File: src/rtl/rtc_digit_encoder.sv
// rtc_digit_encoder: turns two glyph-tile selections (tens, then units)
// into one packed, range-checked BCD byte for the RTC write controller.
//
// Ports:
//   clk            system clock, all state on the rising edge
//   reset          asynchronous active-high reset
//   enable         block enable; when low, keys are ignored
//   key_valid      single-cycle strobe qualifying address_in/sel_address_in
//   address_in     glyph column within the selected bank
//   sel_address_in glyph bank select
//   clear          aborts the entry in progress (wins over keys/handshake)
//   bcd_out        packed BCD result {tens, units}, held outside OUT
//   bcd_valid      result available, held until bcd_ready
//   bcd_ready      consumer accept
//   tens_pending   tens digit held, waiting for the units digit
//   digit_error    one-cycle pulse on a rejected entry
//
// Optional feature: define RTC_ENCODER_TIMEOUT_EN to abandon a tens digit
// when no units key arrives within TIMEOUT_CYCLES cycles.

module rtc_digit_encoder #(
    parameter logic [7:0] MAX_VALUE      = 8'h59,
    parameter int         TIMEOUT_CYCLES = 50_000_000
) (
    input  logic       clk,
    input  logic       reset,
    input  logic       enable,
    input  logic       key_valid,
    input  logic [1:0] address_in,
    input  logic [3:0] sel_address_in,
    input  logic       clear,
    output logic [7:0] bcd_out,
    output logic       bcd_valid,
    input  logic       bcd_ready,
    output logic       tens_pending,
    output logic       digit_error
);

    typedef enum logic [1:0] {
        IDLE = 2'd0,
        TENS = 2'd1,
        OUT  = 2'd2
    } state_t;

    state_t     state;
    logic [3:0] tens;

    logic       key_ok;
    logic [3:0] key_digit;
    logic [7:0] packed_val;
    logic       in_range;
    logic       key_take;

    // Bad TIMEOUT_CYCLES would give a zero-width counter.
    if (TIMEOUT_CYCLES < 2) begin : g_bad_timeout
        $error("rtc_digit_encoder: TIMEOUT_CYCLES must be at least 2");
    end

`ifdef RTC_ENCODER_TIMEOUT_EN
    localparam int CW = $clog2(TIMEOUT_CYCLES);
    localparam logic [CW-1:0] LAST = CW'(TIMEOUT_CYCLES - 1);

    logic [CW-1:0] tmo_cnt;
    logic          tmo_hit;

    assign tmo_hit = (tmo_cnt == LAST);
`endif

    // Glyph tile -> digit.  Bank 4 holds 0-3, bank 5 holds 4-7 and the
    // first two columns of bank 6 hold 8 and 9; everything else is blank.
    always_comb begin
        key_ok    = 1'b0;
        key_digit = 4'd0;
        unique case (1'b1)
            (sel_address_in == 4'd4): begin
                key_ok    = 1'b1;
                key_digit = {2'b00, address_in};
            end
            (sel_address_in == 4'd5): begin
                key_ok    = 1'b1;
                key_digit = {2'b01, address_in};
            end
            (sel_address_in == 4'd6) && !address_in[1]: begin
                key_ok    = 1'b1;
                key_digit = {3'b100, address_in[0]};
            end
            default: begin
                key_ok    = 1'b0;
                key_digit = 4'd0;
            end
        endcase
    end

    assign packed_val = {tens, key_digit};
    assign in_range   = (packed_val <= MAX_VALUE);
    assign key_take   = enable && key_valid;

    always_ff @(posedge clk or posedge reset) begin
        if (reset) begin
            state        <= IDLE;
            tens         <= 4'd0;
            bcd_out      <= 8'h00;
            bcd_valid    <= 1'b0;
            tens_pending <= 1'b0;
            digit_error  <= 1'b0;
`ifdef RTC_ENCODER_TIMEOUT_EN
            tmo_cnt      <= '0;
`endif
        end else begin
            digit_error <= 1'b0;
`ifdef RTC_ENCODER_TIMEOUT_EN
            if (state == TENS) begin
                tmo_cnt <= tmo_cnt + 1'b1;
            end
`endif
            if (clear) begin
                // Silent abort: no error, result (if any) withdrawn.
                state        <= IDLE;
                bcd_valid    <= 1'b0;
                tens_pending <= 1'b0;
            end else begin
                unique case (state)
                    IDLE: begin
                        if (key_take) begin
                            if (key_ok) begin
                                tens         <= key_digit;
                                state        <= TENS;
                                tens_pending <= 1'b1;
`ifdef RTC_ENCODER_TIMEOUT_EN
                                tmo_cnt      <= '0;
`endif
                            end else begin
                                digit_error <= 1'b1;
                            end
                        end
                    end
                    TENS: begin
                        if (!enable) begin
                            state        <= IDLE;
                            tens_pending <= 1'b0;
                        end else if (key_valid) begin
                            // Units key beats a coincident timeout.
                            tens_pending <= 1'b0;
                            if (key_ok && in_range) begin
                                bcd_out   <= packed_val;
                                bcd_valid <= 1'b1;
                                state     <= OUT;
                            end else begin
                                digit_error <= 1'b1;
                                state       <= IDLE;
                            end
`ifdef RTC_ENCODER_TIMEOUT_EN
                        end else if (tmo_hit) begin
                            tens_pending <= 1'b0;
                            digit_error  <= 1'b1;
                            state        <= IDLE;
`endif
                        end
                    end
                    OUT: begin
                        // Keys are ignored until the result is taken.
                        if (bcd_ready) begin
                            bcd_valid <= 1'b0;
                            state     <= IDLE;
                        end
                    end
                    default: begin
                        state        <= IDLE;
                        bcd_valid    <= 1'b0;
                        tens_pending <= 1'b0;
                    end
                endcase
            end
        end
    end

endmodule
File: config.mk
export PLATFORM = sky130hd
export DESIGN_NAME = rtc_digit_encoder
export DESIGN_NICKNAME = d
export VERILOG_FILES = /design/src/rtl/rtc_digit_encoder.sv
export SDC_FILE = /design/constraint.sdc
export NUM_CORES = 1
export LEC_CHECK = 0
export ABC_AREA = 1
export BUFFER_PORTS_ARGS = -buffer_cell sky130_fd_sc_hd__buf_2
export CORE_ASPECT_RATIO = 0.8
export CORE_MARGIN = 2
export CORE_UTILIZATION = 32
export DETAILED_ROUTE_END_ITERATION = 8
export MAX_ROUTING_LAYER = met4
export PLACE_DENSITY = 0.54
export SYNTH_ARGS = -nofsm -noshare
export SYNTH_HDL_FRONTEND = slang
export SYNTH_SLANG_ARGS = --single-unit
File: constraint.sdc
create_clock -name clk -period 3 [get_ports clk]
set_input_delay 0.45 -clock clk [delete_from_list [all_inputs] [get_ports clk]]
set_output_delay 0.45 -clock clk [all_outputs]
set_load 0.02 [all_outputs]
==> results of run 1 <==
## area by class of cell
cell class                 count  area [um2]  area share
inverter                      15        56.3      0.0567
timing repair buffer          22         110       0.111
clock buffer                   3        22.5      0.0227
sequential                    17         425       0.429
tap                           36        45.0      0.0454
multi-input combinational     60         328       0.330
clock inverter                 1        5.00     0.00504
## cells in the mapped netlist, drive strengths merged
master / count
nor2: 9
buf: 1
o21ai: 12
dfrtp: 17
or2: 1
nand4: 1
nand2: 26
nand3: 7
inv: 15
o211ai: 1
a21oi: 3
## per-stage QoR
stage / instance area [um2] / hold WS (ns) / setup WS, ns / power, W
after global routing: 992 / 0.281 / 1.47 / 0.000422
after global placement: 965 / 0.452 / 1.51 / 0.000279
after CTS: 992 / 0.246 / 1.64 / 0.000407
after floorplan: 821 / 0.376 / 1.69 / 0.000265
after detailed placement: 965 / 0.455 / 1.48 / 0.000280
final: 992 / 0.219 / 1.65 / 0.000402
## cell families after synthesis
family                 share of synthesized area
DFF                                        0.518
AOI/OAI and AO/OA                          0.133
and+or+nand+nor                            0.267
buffers and inverters                     0.0823
## routing by layer
layer	wire length (um)	up-vias	share of wire	GRT usage
met5	0	-	0	-
met4	13	0	0.0086	0.0326
met3	99	2	0.066	0.0477
met2	614	22	0.41	0.158
met1	776	270	0.52	0.164
li1	-	343	-	-
## how the worst max path moves through the flow
stage	startpoint	slack [ns]	end
after detailed placement	sel_address_in[3]	1.48	bcd_out[4]
after CTS	state[1]	1.64	tens[3]
after global routing	state[1]	1.47	tens[1]
after global placement	clear	1.51	tens[3]
after floorplan	sel_address_in[2]	1.69	bcd_out[5]
final	state[1]	1.65	tens[0]
## state kept, by name (all words and copies together), names as in the netlist
register / flops
bcd_out: 8
state: 2
digit_error: 1
bcd_valid: 1
tens_pending: 1
tens: 4
## power by group
| group | leakage [nW] | total, W | internal (W) | switching (W) |
|---|---|---|---|---|
| Sequential | 0.236 | 0.000235 | 0.000233 | 0.00000235 |
| Clock | 0.0177 | 0.000128 | 0.0000497 | 0.0000780 |
| Combinational | 0.269 | 0.0000386 | 0.0000137 | 0.0000250 |
## critical path, cell delays in order (launching register included)
cell and delay (ns):
dfrtp_1 0.43, nor2_1 0.24, nand2_1 0.13, nor2_1 0.14, nand2_2 0.15, nand2_1 0.09, o21ai_1 0.06
==> impl_metrics.json, run 1 <==
{
  "cap_violations": 0,
  "floorplan.initialDensity": 0.336,
  "cts_resized": 0,
  "fp.dieArea_mm2": 0.00299,
  "fmax_ghz": 0.742,
  "die_w_um": 60.6,
  "avgSynthCellArea_um2": 8.83,
  "viasPerCell": 4.14,
  "setup_viol": 0,
  "gp_congestion": 0.714,
  "antenna_found_initial": 0,
  "dp_hpwl_um": 1160,
  "fp.dieH_um": 49.3,
  "cts_sinks": 17,
  "tightest_slew_ns": 0.645,
  "drive_above_1_share": 0.373,
  "drt-wirelength-per-cell_um": 9.76,
  "grt_pass1_wl_um": 2570,
  "final_util": 0.406,
  "io_pins": 23,
  "leakage_nw": 0.523,
  "cp_max_fo": 10,
  "fin_skew_ns": 0.00418,
  "clk_path_buf_depth": 2,
  "timing.final.max_slew_violations": 0,
  "synth_seq_cells": 17,
  "rsz0062_at_grt": "false",
  "min_period_ns": 1.35,
  "firstDrtPassIters": 4,
  "syn_inst": 93,
  "yosysUniqueCellTypes": 19,
  "drtAntennaViolNets": 0,
  "r2r-start": "state[1]",
  "nNetsFinal": 131,
  "rr_worst_depth": 6,
  "finalNonFillerCells": 154,
  "cp_data_required_time_ns": 3.19,
  "clockRootBuffer": "clkbuf_4",
  "cts_buffers": 3,
  "antennaDiodeCount": 0,
  "first_iter_violations": 35,
  "hold_buffers": 0,
  "drc_errors": 0,
  "yosysTopAreaCell": "dfrtp_1",
  "layout_commonest_cell": "nand2_1",
  "crit_arrival_ns": 1.54,
  "grt_max_degree": 18,
  "synth_nets": 105,
  "insertion_delay_ns": 0.30,
  "num-fill-cells": 270,
  "slew_headroom": 0.569,
  "vias": 637,
  "hold_viol": 0,
  "netlist_top_cells_area": "dfrtp_1 (52%), nand2_1 (11%), o21ai_2 (7.5%)",
  "core_area_mm2": 0.00244,
  "ys_warn_count": 0,
  "cp-start-kind": "flip-flop",
  "clk_pin_slew_ns": 0.11,
  "cts_tree": "done",
  "io_buffers": 22,
  "synth-seq-area-share": 0.518,
  "wirelength_um": 1500,
  "area_delta_synth_final_pct": 20.9,
  "tns_ns": 0,
  "power.density_mw_per_mm2": 405,
  "rows": 16,
  "postCtsSetupRepairBufs": 0,
  "status": "complete, no violations",
  "synth_area_um2": 821,
  "final_cell_mix": "nand2_1 (23), buf_2 (22), dfrtp_1 (17)",
  "track_usage": 0.118,
  "cp-end-kind": "flip-flop",
  "gr-total-overflow": 0,
  "crit_type": "flip-flop to flip-flop",
  "first_global_vias": 591,
  "r2r_slack_ns": 1.65,
  "hold_path_class": "input port to async pin",
  "r2r_end": "tens[0]",
  "ir_drop_v": 0.000185,
  "cts-htree-levels": 1,
  "dp.cells": 150,
  "fin_crit_sh": 0.449,
  "synth_top_area_frac": 0.518
}
(Power assumes the default switching activity.)
==> run 2, diff against run 1 <==
==> constraint.sdc (replaced) <==
create_clock -name clk -period 1.4 [get_ports clk]
set_input_delay 0.21 -clock clk [delete_from_list [all_inputs] [get_ports clk]]
set_output_delay 0.21 -clock clk [all_outputs]
set_load 0.02 [all_outputs]
==> impl_metrics.json, run 2 (same netlist as run 1, synthesis figures left out) <==
{
  "cts_tree": "done",
  "wirelength_um": 1550,
  "fin_crit_sh": 0.892,
  "hold_depth": 4,
  "drt-wirelength-per-cell_um": 9.72,
  "fin_skew_ns": 0.000742,
  "report.power.total_w": 0.000854,
  "dpl_cell_area_um2": 995,
  "drtAntennaViolNets": 0,
  "critical_path.slowest_cell": "dfrtp_1",
  "cp_cell_sequence": "nor2_1, nand2_1, nor2_1, nand3_4, nand2_1, o21ai_2",
  "fp.dieH_um": 49.3,
  "vias": 685,
  "dp.cells": 154,
  "setup_viol": 0,
  "firstDrtPassIters": 5,
  "hold_viol": 0,
  "largest_register_ffs": 8,
  "viasPerCell": 4.31,
  "gp_congestion": 0.707,
  "multi_input_area_um2": 332,
  "cap_violations": 0,
  "r2r_slack_ns": 0.15,
  "cp-end-kind": "flip-flop",
  "slew_headroom": 0.847,
  "timing.final.max_slew_violations": 0,
  "die_w_um": 60.6,
  "r2r-start": "state[1]",
  "rr_worst_depth": 6,
  "clk_pin_slew_ns": 0.10,
  "dp_hpwl_um": 1210,
  "drive_above_1_share": 0.398,
  "first_global_vias": 596,
  "insertion_delay_ns": 0.28,
  "cts-htree-levels": 1,
  "finalNonFillerCells": 159,
  "cp_max_fo": 16,
  "drc_errors": 0,
  "grt_pass1_wl_um": 2640,
  "core_area_mm2": 0.00244,
  "hold_path_end": "state[1]",
  "reg_top3": "bcd_out x8, tens x4, state x2",
  "regMostFlops": "bcd_out",
  "status": "complete, no violations",
  "crit_type": "flip-flop to flip-flop",
  "min_period_ns": 1.25,
  "num-fill-cells": 275,
  "tightest_slew_ns": 0.229,
  "layout_commonest_cell": "nand2_1",
  "hold_path_class": "input port to flip-flop",
  "min-delay-start": "bcd_ready",
  "cp-start-kind": "flip-flop",
  "ir_drop_v": 0.000471,
  "grt_max_degree": 18,
  "io_buffers": 22,
  "design_area_mm2": 0.00104,
  "fp.dieArea_mm2": 0.00299,
  "cts_sinks": 17,
  "io_pins": 23,
  "power.density_mw_per_mm2": 825,
  "fmax_ghz": 0.800,
  "rsz0062_at_grt": "false",
  "leakage_nw": 0.546,
  "regArea_um2": 425,
  "nNetsFinal": 136,
  "postCtsSetupRepairBufs": 0,
  "crit_arrival_ns": 1.43,
  "floorplan.initialDensity": 0.336,
  "antenna_found_initial": 0,
  "place_ws_ns": 0.0933,
  "cp_data_required_time_ns": 1.58,
  "tns_ns": 0,
  "final_cell_mix": "nand2_1 (23), buf_2 (22), dfrtp_1 (17)",
  "clk_path_buf_depth": 2,
  "worst_slack_ns": 0.151,
  "cts_buffers": 3,
  "track_usage": 0.120,
  "rows": 16,
  "area_delta_synth_final_pct": 26.2,
  "clockRootBuffer": "clkbuf_4",
  "cpPeakStageDelay_ns": 0.42,
  "r2r_end": "bcd_out[6]",
  "antennaDiodeCount": 0,
  "first_iter_violations": 32,
  "gr-total-overflow": 0
}
-- run 2: worst max-delay path: cells and delay by family, from the launching register on --
family           cells  cell delay (ns)
AO/OA/AOI/OAI        1             0.06
flip-flops           1             0.42
AND/OR/NAND/NOR      5             0.67
-- run 2: worst max path at each step --
stage,start,endpoint,slack (ns)
finish,state[1],bcd_out[6],0.15
global route,state[1],bcd_out[4],0.03
CTS,tens[2],bcd_out[6],0.07
detailed placement,tens[2],bcd_out[6],0.09
global placement,tens[2],bcd_out[2],0.09
floorplan,state[1],bcd_out[5],0.22
-- run 2: what timing repair did --
action | CTS | global route
hold buffers | 1 | 0
endpoints found under the hold margin | 17 | 0
setup endpoints to repair | 0 | 3
gates resized for setup | 0 | 1
-- run 2: where the power goes --
group	switching (W)	internal (W)	leakage, nW	total (W)
registers	0.00000573	0.000499	0.236	0.000505
clock network	0.000149	0.000106	0.0177	0.000255
logic	0.0000564	0.0000376	0.292	0.0000940
-- run 2: stage by stage --
step	hold slack, ns	utilization
after floorplan	0.136	-
after global placement	0.233	0.407
after detailed placement	0.235	0.407
after CTS	0.181	0.423
after global routing	0.195	0.424
final	0.206	0.424
-- run 2: layout make-up --
type,instances,share of cell area
flip-flops and latches,17,0.411
clock inverters,1,0.00483
clock buffers,3,0.0217
inverters,15,0.0543
multi-input cells,60,0.320
repair buffers,27,0.145
well taps,36,0.0435
-- run 2: routing by layer --
metal  global-route usage  vias up  share of wire
met5                    -        -              0
met4               0.0217        0         0.0078
met3               0.0477        2          0.062
met2                0.158       21           0.42
met1                0.175      307           0.51
li1                     -      355              -
